## src/rtl/lpc_pkg.sv

```systemverilog
// Shared LPC definitions used by both the encoder and the decoder.
package lpc_pkg;

    localparam int          LPC_ORDER = 10;
    localparam int          Q_FRAC    = 12;
    localparam logic [15:0] LFSR_SEED = 16'hACE1;

    typedef enum logic [1:0] {
        IDLE,
        EXC,
        MAC,
        OUT
    } lpc_state_t;

endpackage

```

## src/rtl/lpc_dec_lfsr16.sv

```systemverilog
// 16-bit Fibonacci LFSR (taps 16,14,13,11), right-shifting, seeded on reset.
module lfsr16
    import lpc_pkg::*;
(
    input  logic        clk_i,
    input  logic        rst_i,
    input  logic        en_i,
    output logic [15:0] q_o
);

    logic [15:0] lfsr_q;
    logic [15:0] lfsr_d;
    logic        fb;

    // Feedback from bit positions 0,2,3,5 enters at the top bit.
    always_comb begin
        fb     = lfsr_q[0] ^ lfsr_q[2] ^ lfsr_q[3] ^ lfsr_q[5];
        lfsr_d = {fb, lfsr_q[15:1]};
    end

    // Advance one step per enable; reload the seed on reset.
    always_ff @(posedge clk_i) begin
        if (rst_i) begin
            lfsr_q <= LFSR_SEED;
        end else if (en_i) begin
            lfsr_q <= lfsr_d;
        end
    end

    assign q_o = lfsr_q;

endmodule

```

## src/rtl/lpc_dec.sv

```systemverilog
// LPC synthesis filter: impulse/noise excitation into a 10-tap all-pole
// filter, one tap per clock, frame coefficients double-buffered.
//
//   state | meaning
//   IDLE  | waiting for a sample strobe; frame applied on acceptance
//   EXC   | excitation computed, accumulator seeded with e << FRAC
//   MAC   | one tap per clock, k = 1..10
//   OUT   | round, saturate, shift history, pulse vout
module lpc_dec
    import lpc_pkg::*;
#(
    parameter logic signed [15:0] GAIN        = 16'sd8192,
    parameter int                 NOISE_SHIFT = 3
) (
    input  logic               clk,
    input  logic               rst,
    input  logic signed [15:0] A1,
    input  logic signed [15:0] A2,
    input  logic signed [15:0] A3,
    input  logic signed [15:0] A4,
    input  logic signed [15:0] A5,
    input  logic signed [15:0] A6,
    input  logic signed [15:0] A7,
    input  logic signed [15:0] A8,
    input  logic signed [15:0] A9,
    input  logic signed [15:0] A10,
    input  logic               voiced,
    input  logic [15:0]        freq_count,
    input  logic               vin,
    input  logic               v,
    output logic signed [15:0] y,
    output logic               vout,
    output logic               busy,
    output logic               overrun
);

    localparam logic signed [35:0] RND_HALF = 36'sd1 <<< (Q_FRAC - 1);
    localparam logic signed [35:0] SAT_MAX  = 36'sd32767;
    localparam logic signed [35:0] SAT_MIN  = -36'sd32768;
    localparam logic [3:0]         K_LAST   = 4'(LPC_ORDER - 1);

    lpc_state_t state_q, state_d;

    logic signed [15:0] a_in     [LPC_ORDER];
    logic signed [15:0] a_sh_q   [LPC_ORDER];
    logic signed [15:0] a_act_q  [LPC_ORDER];
    logic signed [15:0] hist_q   [LPC_ORDER];
    logic               sh_voiced_q, act_voiced_q;
    logic [15:0]        sh_freq_q, act_freq_q;
    logic               pending_q;
    logic [15:0]        pitch_q, pitch_d;
    logic [3:0]         k_q;
    logic signed [35:0] acc_q;
    logic signed [15:0] y_q;
    logic               vout_q;
    logic               overrun_q;

    logic               accept;
    logic               lfsr_en;
    logic [15:0]        lfsr_w;
    logic signed [15:0] e_c;
    logic signed [31:0] prod;
    logic signed [35:0] rnd;
    logic signed [15:0] y_sat;

    assign a_in = '{A1, A2, A3, A4, A5, A6, A7, A8, A9, A10};

    assign accept = (state_q == IDLE) && v;

    lfsr16 u_lfsr (
        .clk_i (clk),
        .rst_i (rst),
        .en_i  (lfsr_en),
        .q_o   (lfsr_w)
    );

    // Excitation from the active frame; side effects only commit in EXC.
    always_comb begin
        e_c     = '0;
        pitch_d = pitch_q;
        lfsr_en = 1'b0;
        if (act_voiced_q) begin
            if (act_freq_q == 16'd0) begin
                pitch_d = 16'd0;
            end else if (pitch_q == 16'd0) begin
                e_c     = GAIN;
                pitch_d = act_freq_q - 16'd1;
            end else begin
                pitch_d = pitch_q - 16'd1;
            end
        end else begin
            e_c     = $signed(lfsr_w) >>> NOISE_SHIFT;
            lfsr_en = (state_q == EXC);
        end
    end

    // Tap product, rounding and saturation of the accumulated result.
    always_comb begin
        prod = a_act_q[k_q] * hist_q[k_q];
        rnd  = (acc_q + RND_HALF) >>> Q_FRAC;
        if (rnd > SAT_MAX) begin
            y_sat = 16'sh7FFF;
        end else if (rnd < SAT_MIN) begin
            y_sat = -16'sh8000;
        end else begin
            y_sat = rnd[15:0];
        end
    end

    // State register.
    always_ff @(posedge clk) begin
        if (rst) begin
            state_q <= IDLE;
        end else begin
            state_q <= state_d;
        end
    end

    // Next-state logic.
    always_comb begin
        state_d = state_q;
        case (state_q)
            IDLE:    if (v) state_d = EXC;
            EXC:     state_d = MAC;
            MAC:     if (k_q == K_LAST) state_d = OUT;
            OUT:     state_d = IDLE;
            default: state_d = IDLE;
        endcase
    end

    // Frame buffering, excitation state, MAC datapath and output registers.
    always_ff @(posedge clk) begin
        if (rst) begin
            for (int i = 0; i < LPC_ORDER; i++) begin
                a_sh_q[i]  <= '0;
                a_act_q[i] <= '0;
                hist_q[i]  <= '0;
            end
            sh_voiced_q  <= 1'b0;
            act_voiced_q <= 1'b0;
            sh_freq_q    <= '0;
            act_freq_q   <= '0;
            pending_q    <= 1'b0;
            pitch_q      <= '0;
            k_q          <= '0;
            acc_q        <= '0;
            y_q          <= '0;
            vout_q       <= 1'b0;
            overrun_q    <= 1'b0;
        end else begin
            vout_q <= 1'b0;

            if (v && (state_q != IDLE)) begin
                overrun_q <= 1'b1;
            end

            // Old shadow goes active even when a new frame lands on the same edge.
            if (accept && pending_q) begin
                a_act_q      <= a_sh_q;
                act_voiced_q <= sh_voiced_q;
                act_freq_q   <= sh_freq_q;
            end
            if (vin) begin
                a_sh_q      <= a_in;
                sh_voiced_q <= voiced;
                sh_freq_q   <= freq_count;
                pending_q   <= 1'b1;
            end else if (accept) begin
                pending_q <= 1'b0;
            end

            case (state_q)
                EXC: begin
                    acc_q   <= 36'(e_c) <<< Q_FRAC;
                    pitch_q <= pitch_d;
                    k_q     <= '0;
                end
                MAC: begin
                    acc_q <= acc_q - 36'(prod);
                    k_q   <= k_q + 4'd1;
                end
                OUT: begin
                    y_q       <= y_sat;
                    vout_q    <= 1'b1;
                    hist_q[0] <= y_sat;
                    for (int i = 1; i < LPC_ORDER; i++) begin
                        hist_q[i] <= hist_q[i-1];
                    end
                end
                default: ;
            endcase
        end
    end

    assign y       = y_q;
    assign vout    = vout_q;
    assign busy    = (state_q != IDLE);
    assign overrun = overrun_q;

endmodule

```

## config.mk

```make
export PLATFORM = sky130hd
export DESIGN_NAME = lpc_dec
export DESIGN_NICKNAME = d
export VERILOG_FILES = /design/src/rtl/lpc_pkg.sv /design/src/rtl/lpc_dec_lfsr16.sv /design/src/rtl/lpc_dec.sv
export SDC_FILE = /design/constraint.sdc
export NUM_CORES = 2
export LEC_CHECK = 0
export BUFFER_PORTS_ARGS = -buffer_cell sky130_fd_sc_hd__buf_2
export CORE_MARGIN = 3
export CORE_UTILIZATION = 55
export DETAILED_ROUTE_END_ITERATION = 10
export PLACE_DENSITY = 0.76
export SLEW_MARGIN = 20
export SYNTH_ARGS = -nofsm -noshare
export SYNTH_HDL_FRONTEND = slang
export SYNTH_SLANG_ARGS = --single-unit
```

## constraint.sdc

```tcl
create_clock -name clk -period 10.5 [get_ports clk]
set_clock_uncertainty 0.15 [all_clocks]
set_input_delay 1.05 -clock clk [delete_from_list [all_inputs] [get_ports clk]]
set_output_delay 1.05 -clock clk [all_outputs]
set_load 0.01 [all_outputs]
```

==> summary.txt <==
Run status
  – Status: completed

Logic synthesis
  – Synth Flop Type: dfxtp_1
  – Syn. warnings: 0
  – Synth Instances: roughly 3900
  – Syn avg cell area: 9.67 um2
  – Cell area after synthesis: ~38000 um2
  – Library cells used by synthesis: 80
  – Register bit count reported by yosys: ~610
  – Async set-or-reset flop fraction in the synthesized netlist: 0%
  – Seq/Total Area, Yosys: a little under two fifths
  – Post-synth EDFFs: between 150 and 200
  – Mapped Nets: around 4500

Worst setup path
  – Crit Path Max Fanout: 31
  – Worst setup EP type: flop
  – Critical Path RT: about 11 ns
  – CP arrival: 8.94 ns
  – Critical path launch point type: flop
  – Crit path kind: flop to flop

STA
  – RSZ-0062 raised after global routing: no
  – Fmax: 116 MHz
  – Final hold viol count: 0
  – Setup TNS Final: 0 ns
  – Final Max Slew Viols: 0
  – Final Cycle Share: between 80% and 90%
  – Final min period: around 8.6 ns
  – Relative slew slack: a little over a fifth
  – Tightest Pin Transition: 1.17 ns
  – Post-route setup slack: around 1.9 ns
  – # setup viols final: 0

Clocking
  – Sink Count: 611
  – Post-CTS setup buffer count: 0
  – Worst skew pair latency: around 0.61 ns
  – H-tree Lvls: 3
  – CTS tree: done
  – Clk pin slew, worst setup/hold paths: roughly 0.060 ns
  – Clk root buf: clkbuf_16
  – Clock buffer count from CTS: 66
  – Cts hold-fix bufs: 0
  – Clock buffer depth: 3
  – CTS resizes: 0

Final layout
  – # diodes: 0
  – Layout area overhead: 10.6%
  – Most frequent cells in the layout: nand2_1, inv_1, dfxtp_1, nor2_1, fa_1
  – Final cell count without fillers: 4904
  – Core Util, Final: 61.6%
  – Layout cells sized above 1: between 10% and 20%
  – Final layout net count: between 4000 and 5000
  – Commonest non-fill, non-tap cell in the layout: nand2_1
  – # fillers: 5528

Die
  – Die Height: between 200 and 300 um
  – Die area: between 70000 and 80000 um2
  – Initial Util: a little under three fifths
  – Die width: between 200 and 300 um
  – Core ar.: 67400 um2
  – I/O pins: 200
  – FP Rows: 95

Route
  – Routed Antenna Nets: 0
  – # DRC: 0
  – Routed wire length: between 90000 and 100000 um
  – Drt wl/cell: between 15 and 20 um
  – Avg Vias per Cell: between 5 and 6
  – Via Count: about 28000
  – Iteration-0 DRC Markers: roughly 2500
  – Detailed Routing Iterations Pass 1: 8

Power
  – VDD IR max: 0.209 mV
  – Power Density: between 200 and 250 nW/um2
  – Pleak: 17.4 nW

Global route
  – Initial antenna violation count: 1
  – Total gr overflow: 0
  – First-pass GRT wire length: 150000 um
  – Largest net degree at the start of global routing: between 150 and 200
  – GRT Util Overall: a little over a quarter
  – Number of global-route vias before repair: between 20000 and 30000

Job
  – Max cap viols: 0

Hold path
  – Hold/Removal Path Class: flop to flop

Placed design
  – Number of port buffers: 199
  – RePlAce Congestion: around 0.93
  – Setup slack at placement: 2.04 ns
  – Detail Placement HPWL: slightly below 70000 um
  – Placed Cells: approximately 4800
[final cells by class]
type,instances,area (um2),area share [%]
well taps,873,1090,2.63
flip-flops and latches,611,13800,33.4
multi-input cells,2596,21200,51.1
inverters,463,1740,4.20
clock buffers,88,1890,4.55
repair buffers,243,1380,3.32
clock inverters,30,327,0.787
[worst paths after layout]
check	from	endpoint	slack, ns	cells after the start
worst max-delay path	flop	acc_q[35]	1.91	24
worst min-delay path	sh_freq_q[10]	act_freq_q[10]	0.30	2
worst min register to register	sh_freq_q[10]	act_freq_q[10]	0.30	2
worst max register to register	flop	acc_q[35]	1.91	24
[metrics by stage]
step / instance area [um2] / hold WS (ns) / total power [W]
after floorplan: 37500 / 0.281 / 0.00582
after global placement: 39300 / 0.289 / 0.00684
after detailed placement: 39300 / 0.295 / 0.00687
after CTS: 41500 / 0.302 / 0.00927
after global routing: 41500 / 0.321 / 0.00986
final: 41500 / 0.296 / 0.00930
[metal layers]
| layer | global-route usage [%] | part of all wire [%] | vias to the layer above |
|---|---|---|---|
| li1 | - | - | 12862 |
| met1 | 35.2 | 41 | 13482 |
| met2 | 43.8 | 48 | 1026 |
| met3 | 4.59 | 7.1 | 226 |
| met4 | 10.3 | 4.0 | 0 |
| met5 | 0 | 0 | - |
[flip-flops by register name, summed over array words and instances (netlist names), 2 cells and up, named ones only]
register / cells
a_act_q: 160
a_sh_q: 160
act_freq_q: 16
state_q: 2
sh_freq_q: 16
y: 16
u_lfsr.q_o: 16
hist_q: 160
k_q: 4
pitch_q: 16
acc_q: 36
[cells in the mapped netlist (9+ instances only)]
| cell | instances | area, um2 |
|---|---|---|
| o22a_1 | 13 | 114 |
| buf_2 | 11 | 55.1 |
| xnor2_1 | 47 | 412 |
| nor4_1 | 14 | 87.6 |
| mux2i_1 | 235 | 2350 |
| nor2_1 | 365 | 1370 |
| nor2b_1 | 36 | 225 |
| inv_1 | 460 | 1730 |
| o22ai_1 | 20 | 125 |
| or2_1 | 24 | 150 |
| dfxtp_1 | 451 | 9030 |
| clkbuf_1 | 163 | 612 |
| and2_1 | 169 | 1060 |
| nand3b_1 | 13 | 97.6 |
| edfxtp_1 | 160 | 4800 |
| nand4_1 | 13 | 81.3 |
| a211oi_1 | 15 | 113 |
| and4_1 | 9 | 78.8 |
| xor2_1 | 14 | 123 |
| fa_1 | 323 | 6470 |
| nand3_1 | 33 | 165 |
| a22oi_1 | 13 | 97.6 |
| nand2b_1 | 20 | 125 |
| o21ai_0 | 31 | 155 |
| o21ai_1 | 29 | 145 |
| a21oi_1 | 261 | 1310 |
| nor3_1 | 21 | 105 |
| o21a_1 | 9 | 67.6 |
| nand2_1 | 549 | 2060 |
| mux4_2 | 61 | 1370 |
| buf_1 | 36 | 135 |
| a211o_1 | 16 | 140 |
| a21o_1 | 28 | 210 |
| ha_1 | 109 | 1360 |
[power breakdown]
group          switching, W  total, W  internal, W
Clock              0.000970   0.00237      0.00140
Combinational       0.00251   0.00410      0.00158
Sequential         0.000180   0.00284      0.00266
Total               0.00367   0.00930      0.00563
[cell families (layout without fill, tap and decap cells)]
family | Yosys count | in the layout | share of synthesized area (%)
AND/OR/NAND/NOR | 1293 | 1293 | 15.5
adder cells (fa/ha/maj) | 432 | 432 | 20.9
flip-flops | 611 | 611 | 36.9
buffers and inverters | 674 | 824 | 6.80
multiplexers | 304 | 304 | 10.2
XOR/XNOR | 61 | 61 | 1.42
AO/OA/AOI/OAI | 506 | 506 | 8.34
[critical path, stage by stage, from the launching register on]
cell and delay, ns:
dfxtp_4 0.74, mux4_2 0.57, mux2_2 0.29, o21ai_2 0.79
or2_1 0.24, inv_1 0.06, fa_1 0.60, inv_1 0.14
fa_1 0.50, inv_1 0.05, fa_1 0.50, inv_1 0.06
fa_1 0.51, fa_1 0.51, inv_1 0.05, fa_1 0.48
inv_1 0.04, ha_1 0.41, and3_1 0.30, nand3_1 0.17
nor4_1 0.51, a221oi_1 0.20, nor2_2 0.26, nor2_1 0.09
a211o_1 0.22
No activity file was read; power rests on OpenSTA's default activity.
